<file path="src/rtl/delayed_coef_multiplier_pkg.sv">
// Shared constants and types for the DCT coefficient-multiplier tap.
// Optional build macro used by the top: DCT_ROUND_EN (round half up before scaling).
package dct_pkg;

  // Default sample / coefficient / product width
  localparam int DCT_DATA_WIDTH = 10;

  // Fixed-point scale of a Q1.(W-1) coefficient: 1.0 == 2^(W-1)
  localparam int DCT_COEF_SCALE = 32'sd1 <<< (DCT_DATA_WIDTH - 32'sd1);

  // Signed sample at the default width
  typedef logic signed [DCT_DATA_WIDTH-1:0] sample_t;

endpackage

</file>
<file path="src/rtl/delayed_coef_multiplier_if.sv">
// Coefficient ROM read port: en/addr from the requester, data back combinationally.
// tx = requester side (drives en/addr), rx = ROM side (drives data).
interface rom_if
  import dct_pkg::*;
#(
  parameter int ADDR_WIDTH = 3,
  parameter int DATA_WIDTH = DCT_DATA_WIDTH
);
  logic                         en;
  logic        [ADDR_WIDTH-1:0] addr;
  logic signed [DATA_WIDTH-1:0] data;

  modport tx (output en, output addr, input data);
  modport rx (input en, input addr, output data);
endinterface

</file>
<file path="src/rtl/delayed_coef_multiplier_delay_line.sv">
// Fixed-length shift register; DEPTH=0 degenerates to a wire.
// All stages shift every cycle and clear on reset.
module delay_line #(
  parameter int WIDTH = 1,
  parameter int DEPTH = 1
) (
  input  logic             clk,
  input  logic             rst_n,
  input  logic [WIDTH-1:0] d,
  output logic [WIDTH-1:0] q
);

  generate
    if (DEPTH == 0) begin : g_pass
      assign q = d;
    end else begin : g_pipe
      logic [WIDTH-1:0] stage_r [DEPTH];

      // Shift the pipe one stage per cycle, flushing on reset
      always_ff @(posedge clk or negedge rst_n) begin
        if (!rst_n) begin
          for (int i = 0; i < DEPTH; i++) begin
            stage_r[i] <= '0;
          end
        end else begin
          stage_r[0] <= d;
          for (int i = 1; i < DEPTH; i++) begin
            stage_r[i] <= stage_r[i-1];
          end
        end
      end

      assign q = stage_r[DEPTH-1];
    end
  endgenerate

endmodule

</file>
<file path="src/rtl/delayed_coef_multiplier.sv">
// DCT datapath tap: delays the sample stream, fetches one coefficient per
// delayed valid sample from a ROM and registers the Q1.(W-1) scaled product.
// Optional macro DCT_ROUND_EN: add half an LSB before the scaling shift.
module delayed_coef_multiplier
  import dct_pkg::*;
#(
  parameter int DATA_WIDTH = DCT_DATA_WIDTH,
  parameter int DEPTH      = 2,
  parameter int ADDR_WIDTH = 3
) (
  input  logic                         clk,
  input  logic                         rst_n,
  input  logic signed [DATA_WIDTH-1:0] in_data,
  input  logic                         in_valid,
  output logic signed [DATA_WIDTH-1:0] dly_data,
  output logic                         dly_valid,
  rom_if.tx                            rom,
  output logic signed [DATA_WIDTH-1:0] out_data,
  output logic                         out_valid
);

  localparam int PW = 2 * DATA_WIDTH;

  // Largest representable result, widened to product width for the compare
  localparam logic signed [PW-1:0] SAT_MAX_P =
    {{(DATA_WIDTH + 1){1'b0}}, {(DATA_WIDTH - 1){1'b1}}};
  localparam logic signed [DATA_WIDTH-1:0] SAT_MAX_W =
    {1'b0, {(DATA_WIDTH - 1){1'b1}}};

`ifdef DCT_ROUND_EN
  // Half of one output LSB in product scale: 2^(W-2)
  localparam logic signed [PW-1:0] ROUND_BIAS =
    {{(DATA_WIDTH + 1){1'b0}}, 1'b1, {(DATA_WIDTH - 2){1'b0}}};
`endif

  logic [DATA_WIDTH:0]          dly_bus_s;
  logic [ADDR_WIDTH-1:0]        addr_cnt_r;
  logic signed [PW-1:0]         prod_s;
  logic signed [PW-1:0]         biased_s;
  logic signed [PW-1:0]         shifted_s;
  logic signed [DATA_WIDTH-1:0] scaled_s;

  // {data, valid} travel together so valid always qualifies its own sample
  delay_line #(
    .WIDTH (DATA_WIDTH + 1),
    .DEPTH (DEPTH)
  ) u_delay (
    .clk   (clk),
    .rst_n (rst_n),
    .d     ({in_data, in_valid}),
    .q     (dly_bus_s)
  );

  assign dly_data  = dly_bus_s[DATA_WIDTH:1];
  assign dly_valid = dly_bus_s[0];

  // Coefficient fetch rides along with the delayed sample
  assign rom.en   = dly_valid;
  assign rom.addr = addr_cnt_r;

  // Step the coefficient address once per delayed valid sample, wrapping naturally
  always_ff @(posedge clk or negedge rst_n) begin
    if (!rst_n) begin
      addr_cnt_r <= '0;
    end else if (dly_valid) begin
      addr_cnt_r <= addr_cnt_r + {{(ADDR_WIDTH - 1){1'b0}}, 1'b1};
    end else begin
      addr_cnt_r <= addr_cnt_r;
    end
  end

  // Full-precision signed multiply, optional rounding, Q-scale shift and saturation
  always_comb begin
    prod_s = $signed({{DATA_WIDTH{dly_data[DATA_WIDTH-1]}}, dly_data})
           * $signed({{DATA_WIDTH{rom.data[DATA_WIDTH-1]}}, rom.data});
`ifdef DCT_ROUND_EN
    biased_s = prod_s + ROUND_BIAS;
`else
    biased_s = prod_s;
`endif
    shifted_s = biased_s >>> (DATA_WIDTH - 1);
    // Only (-1.0)*(-1.0) can exceed the positive range; negatives never underflow
    if (shifted_s > SAT_MAX_P) begin
      scaled_s = SAT_MAX_W;
    end else begin
      scaled_s = shifted_s[DATA_WIDTH-1:0];
    end
  end

  // Capture the product for valid samples and hold it across gaps
  always_ff @(posedge clk or negedge rst_n) begin
    if (!rst_n) begin
      out_data  <= '0;
      out_valid <= 1'b0;
    end else begin
      out_valid <= dly_valid;
      if (dly_valid) begin
        out_data <= scaled_s;
      end else begin
        out_data <= out_data;
      end
    end
  end

endmodule

</file>
<file path="src/flat_wrapper.sv">
// flat-port wrapper written by rule: the top's interface ports become plain ports
module delayed_coef_multiplier_flat import dct_pkg::*;
#(
  parameter int DATA_WIDTH = DCT_DATA_WIDTH,
  parameter int DEPTH      = 2,
  parameter int ADDR_WIDTH = 3
)
  (clk, rst_n, in_data, in_valid, dly_data, dly_valid, out_data, out_valid, rom_en, rom_addr, rom_data);
  rom_if #(.ADDR_WIDTH(ADDR_WIDTH), .DATA_WIDTH(DATA_WIDTH)) rom_i ();
  input  logic clk;
  input  logic rst_n;
  input  logic signed [DATA_WIDTH-1:0] in_data;
  input  logic in_valid;
  output logic signed [DATA_WIDTH-1:0] dly_data;
  output logic dly_valid;
  output logic signed [DATA_WIDTH-1:0] out_data;
  output logic out_valid;
  output wire logic [$bits(rom_i.en)-1:0] rom_en;
  output wire logic [$bits(rom_i.addr)-1:0] rom_addr;
  input wire logic [$bits(rom_i.data)-1:0] rom_data;
  assign rom_en = rom_i.en;
  assign rom_addr = rom_i.addr;
  assign rom_i.data = rom_data;
  delayed_coef_multiplier #(.DATA_WIDTH(DATA_WIDTH), .DEPTH(DEPTH), .ADDR_WIDTH(ADDR_WIDTH)) u_core (.clk(clk), .rst_n(rst_n), .in_data(in_data), .in_valid(in_valid), .dly_data(dly_data), .dly_valid(dly_valid), .rom(rom_i), .out_data(out_data), .out_valid(out_valid));
endmodule
</file>
<file path="config.mk">
export PLATFORM = sky130hd
export DESIGN_NAME = delayed_coef_multiplier_flat
export DESIGN_NICKNAME = d
export VERILOG_FILES = /design/src/rtl/delayed_coef_multiplier_pkg.sv /design/src/rtl/delayed_coef_multiplier_if.sv /design/src/rtl/delayed_coef_multiplier_delay_line.sv /design/src/rtl/delayed_coef_multiplier.sv /design/src/flat_wrapper.sv
export SDC_FILE = /design/constraint.sdc
export NUM_CORES = 1
export LEC_CHECK = 0
export ABC_CLOCK_PERIOD_IN_PS = 15800
export CAP_MARGIN = 20
export CORE_UTILIZATION = 47
export CTS_CLUSTER_DIAMETER = 40
export DETAILED_ROUTE_END_ITERATION = 10
export PLACE_DENSITY = 0.78
export SETUP_SLACK_MARGIN = 0.2
export SLEW_MARGIN = 20
export SYNTH_ARGS = -nofsm -noshare
export SYNTH_HDL_FRONTEND = slang
export SYNTH_SLANG_ARGS = --single-unit
</file>
<file path="constraint.sdc">
create_clock -name clk -period 15.8 [get_ports clk]
set_input_delay 1.58 -clock clk [delete_from_list [all_inputs] [get_ports clk]]
set_output_delay 1.58 -clock clk [all_outputs]
set_load 0.02 [all_outputs]
</file>
## Word-level counts from Yosys, hierarchy flattened

Index checks and enable logic that the tools add are counted.

| cells by class | value |
|---|---|
| add/subtract/negate cells | 1 |
| $mul | 1 |
| $lt $le $gt $ge | 1 |
| multiplexer cells | 1 |

Operator list:

| kind | count |
|---|---|
| $mul A10 B10 Y20 | 1 |
| $gt A11 B10 Y1 const B | 1 |
| $mux W10 | 1 |
| $add A3 B1 Y3 const B | 1 |

| storage, ports and cells | value |
|---|---|
| register bits | 36 |
| bits of input ports | 23 |

## Longest topological paths before layout

| depth | value |
|---|---|
| depth after elaboration | 3 |
| mapped depth | 19 |
| depth with buffers taken out | 18 |

## Modules after synthesis

From an unflattened synthesis, not the netlist that was laid out.

| unflattened totals | value |
|---|---|
| cells, all modules | 521 |
| area total of the unflattened synthesis | 5081.1 µm² |

Modules (own cells, without submodules):

| module | times used | cells an instance | area each (µm²) | sequential area each (µm²) |
|---|---|---|---|---|
| delayed_coef_multiplier | 1 | 488 | 4448.0 | 350.3 |
| delay_line | 1 | 33 | 633.1 | 550.5 |

## Least setup slack after synthesis

Ideal clock, no wire load.

| timing path | value |
|---|---|
| kind | input -> register |
| start | in rom_data[2] |
| end | reg u_core.out_data[5] |
| library setup time | 0.139 ns |
| arrival | 6.316 ns |
| setup slack | 9.346 ns |
| cell stages on the path | 17 |
| path buffers | 1 |
| path through | clkbuf_1 nand2_1 fa_1 inv_1 fa_1 fa_1 fa_1 inv_1 fa_1 inv_1 ha_1 a21oi_1 o21ai_0 nor2_1 a211oi_2 a2111oi_4 or4_1 |

| on the way | value |
|---|---|
| longest elaborated chain between the ends | 3 |

RTL lines:

| item | RTL line | RTL |
|---|---|---|
| start: declaration | flat_wrapper.sv:20 | `input wire logic [$bits(rom_i.data)-1:0] rom_data;` |
| $mul A10 B10 Y20 * | delayed_coef_multiplier.sv:75 | `* $signed({{DATA_WIDTH{rom.data[DATA_WIDTH-1]}}, rom.data});` |
| $gt A11 B10 Y1 | delayed_coef_multiplier.sv:83 | `if (shifted_s > SAT_MAX_P) begin` |
| $mux W10 * | delayed_coef_multiplier.sv:83 |  |
| end signal: assignment | delayed_coef_multiplier.sv:98 | `out_data <= scaled_s;` |
| end signal: assignment | delayed_coef_multiplier.sv:100 | `out_data <= out_data;` |
| end: declaration | delayed_coef_multiplier.sv:18 | `output logic signed [DATA_WIDTH-1:0] out_data,` |

Mark *: on every way between the ends. The rest lies on a longest branch, timed or not.
A chain may end at the register's enable or synchronous reset.

## Worst setup path after layout

| timing path | value |
|---|---|
| start | in rom_data[1] |
| end | reg u_core.out_data[5] |

The elaborated chain is that of the path after synthesis.

==> reports/results.ini <==
[status]
status=completed

[finish]
utilization_pct=54.3
syn_to_final_growth_pct=11.1
final_area_mm2=0.00563
layout-drive-gt1-share_pct=3.17
antennaDiodeCount=0
nNetsFinal=699

[timing]
rsz0062_at_grt=no
fin_tns_setup_ps=0
final-setup-viol-count=0
worst_pin_slew_ps=830
fin_crit_ps=7070
fmax_ghz=0.141
slew_headroom_pct=44.7
slew_violations=0
hold_violations=0
clock_skew_ps=7.15
fin_crit_sh_pct=44.8

[clock_network]
clockRootBuffer=clkbuf_8
clk_latency_ps=290
cts_buffers=5
cts.sinks=36
cts_max_level=2
clk_pin_slew_ps=70
cts_tree=yes
cts_setup_buffers=0
cts-resized-gates=0
cts.hold.buffers_added=0
clockBufferDepth=2

[floorplan]
ios=49
die_y_um=106
rows=37
fp.coreArea_mm2=0.0104
dieArea_mm2=0.0112
initial_core_util_pct=48.9
die_w_um=106

[setup_path]
startpoint_type=input pin
crit_type=input pin to flip-flop
rr_worst_depth=18
arrival_ps=7230
crit_fanout=10
cp-end-kind=flip-flop
r2r_slack_ps=10200
rr_endpoint=u_core.out_data[5]
crit_required_ps=15960
r2r_start=u_core.u_delay.q[10]

[synth]
yosysTopAreaCell=fa_1
synth_top_area_share_pct=35.5
syn_avg_cell_area_um2=9.88
synth_nets=673
synth_edf_count=0
async_reset_ff_share_pct=100
synth.distinct_cells=43
yosysMostFrequentCell=inv_1
ys_ff_latch=36
netlist_area_mm2=0.00507
yosysSeqAreaShare_pct=17.8
yosys-top-cells-area=fa_1, dfrtp_1, ha_1
yosys_warnings=0
ys_top_cells_by_count=inv_1, fa_1, nand2_1
synth_ff_type=dfrtp_1
synthCells=513

[flow_run]
max_cap_viol_count=0

[global_routing]
grt-ovfl-total=0
grt_max_degree=37
grt_first_pass_wirelength_um=17600
antenna_found_initial=0
grt_pass1_vias=3833
grt_use_total_pct=19.8

[worst_hold_path]
min_path_type=flip-flop to flip-flop
holdPathEnd=u_core.u_delay.q[5]
hold_depth=0
min-delay-start=u_core.u_delay.g_pipe.stage_r[16]

[placement]
numPortBuffers=48
dpl-instance-area_mm2=0.00556
gp_congestion=0.859
hpwl_um=7970

[pwr]
ir_drop_mv=0.201
netSwitchingPower_mw=0.539
pwr-share-comb_pct=82.7
power_mw=1.11
seq_power_share_pct=12.0
powerDensity_mw_per_mm2=198
internal-power_mw=0.575
power_frac_clock_pct=5.3
swShare_pct=48.4
p_leak_nw=2.86

[routing]
vias_per_cell=5.00
routed_wl_um=9530
dr_total_vias=3366
wl_per_cell_um=14.2
drt_first_pass_iters=4
antenna_left=0
drc_errors=0
drtIter0Drc=177

worst max-delay path: stages:
cell	delay [ps]
clkdlybuf4s50_1	710
nand2_1	220
fa_1	570
inv_1	130
fa_1	580
inv_1	120
fa_1	490
inv_1	50
fa_1	500
inv_1	60
fa_1	480
inv_1	40
ha_1	360
o21a_1	150
nor2_1	40
xnor2_1	130
a211oi_2	330
a2111oi_4	150
or4_1	550
metal layers:
layer / global-route usage, % / vias to the layer above / routed length [um]
li1: - / 1564 / -
met1: 24.4 / 1718 / 3870
met2: 36.4 / 65 / 5190
met3: 1.42 / 19 / 225
met4: 6.65 / 0 / 239
met5: 0 / - / 0
power by group through the flow:
stage                     Sequential [mW]  Clock [mW]  Combinational (mW)
after detailed placement            0.136           0               0.930
after global placement              0.135           0               0.896
after global routing                0.136      0.0638                1.06
after CTS                           0.134      0.0599               0.937
final                               0.134      0.0586               0.921
after floorplan                     0.151           0               0.722
placed cells by master (no fill, tap or decap), types with 2 or more instances in the layout:
master           count
a2111oi_4            2
a211o_1              3
a211o_2              3
a21oi_1             10
and2_1              35
clkbuf_8             5
clkdlybuf4s50_1     47
dfrtp_1             36
fa_1                90
ha_1                47
inv_1              123
mux2i_1              4
nand2_1             57
nand2b_1             3
nand3b_1             2
nand4_1              3
nor2_1              16
nor2b_1              3
nor3b_1              2
nor4b_1              2
o21a_1               2
o21ai_0              4
o21bai_1             2
xnor2_1             15
xor2_1               4
how the worst max path moves through the flow:
stage / startpoint / endpoint / slack [ps] / depth (start not counted)
4_1_cts: rom_data[9] / u_core.out_data[5] / 8730 / 17
3_5_place_dp: rom_data[9] / u_core.out_data[5] / 8440 / 17
5_1_grt: rom_data[9] / u_core.out_data[5] / 8390 / 17
3_3_place_gp: rom_data[9] / u_core.out_data[5] / 8560 / 17
2_1_floorplan: rom_data[2] / u_core.out_data[5] / 9350 / 17
6_report: rom_data[1] / u_core.out_data[5] / 8730 / 19
sequential cells by signal, indices dropped and copies added (netlist names):
register                       count
u_core.out_data                   10
u_core.rom.addr                    3
u_core.u_delay.q                  11
u_core.out_valid                   1
u_core.u_delay.g_pipe.stage_r     11
cell type report:
cell class | instances | area [um2]
Clock buffer | 5 | 68.8
Fill cell | 912 | 4740
Inverter | 124 | 465
Multi-Input combinational cell | 324 | 3550
Sequential cell | 36 | 901
Tap cell | 136 | 170
Timing Repair Buffer | 48 | 475
through the flow:
| stage | hold WS (ps) | std cells | worst slack [ps] |
|---|---|---|---|
| 2_1_floorplan | 331 | 513 | 9350 |
| 4_1_cts | 345 | 673 | 8730 |
| 6_report | 341 | 673 | 8730 |
| 3_5_place_dp | 335 | 668 | 8440 |
| 5_1_grt | 354 | 673 | 8390 |
| 3_3_place_gp | 333 | 668 | 8560 |
cell families (layout without fill, tap and decap cells):
kind of cell	count (synthesis)	after routing	synth area share (%)
DFF	36	36	17.8
adders and majority gates	137	137	47.1
AOI/OAI and AO/OA	37	37	6.44
muxes	5	5	1.01
buffers and inverters	153	177	12.2
and+or+nand+nor	126	126	12.1
xor gates and xnor gates	19	19	3.28
Note: power is estimated with default switching activity, not from simulation.
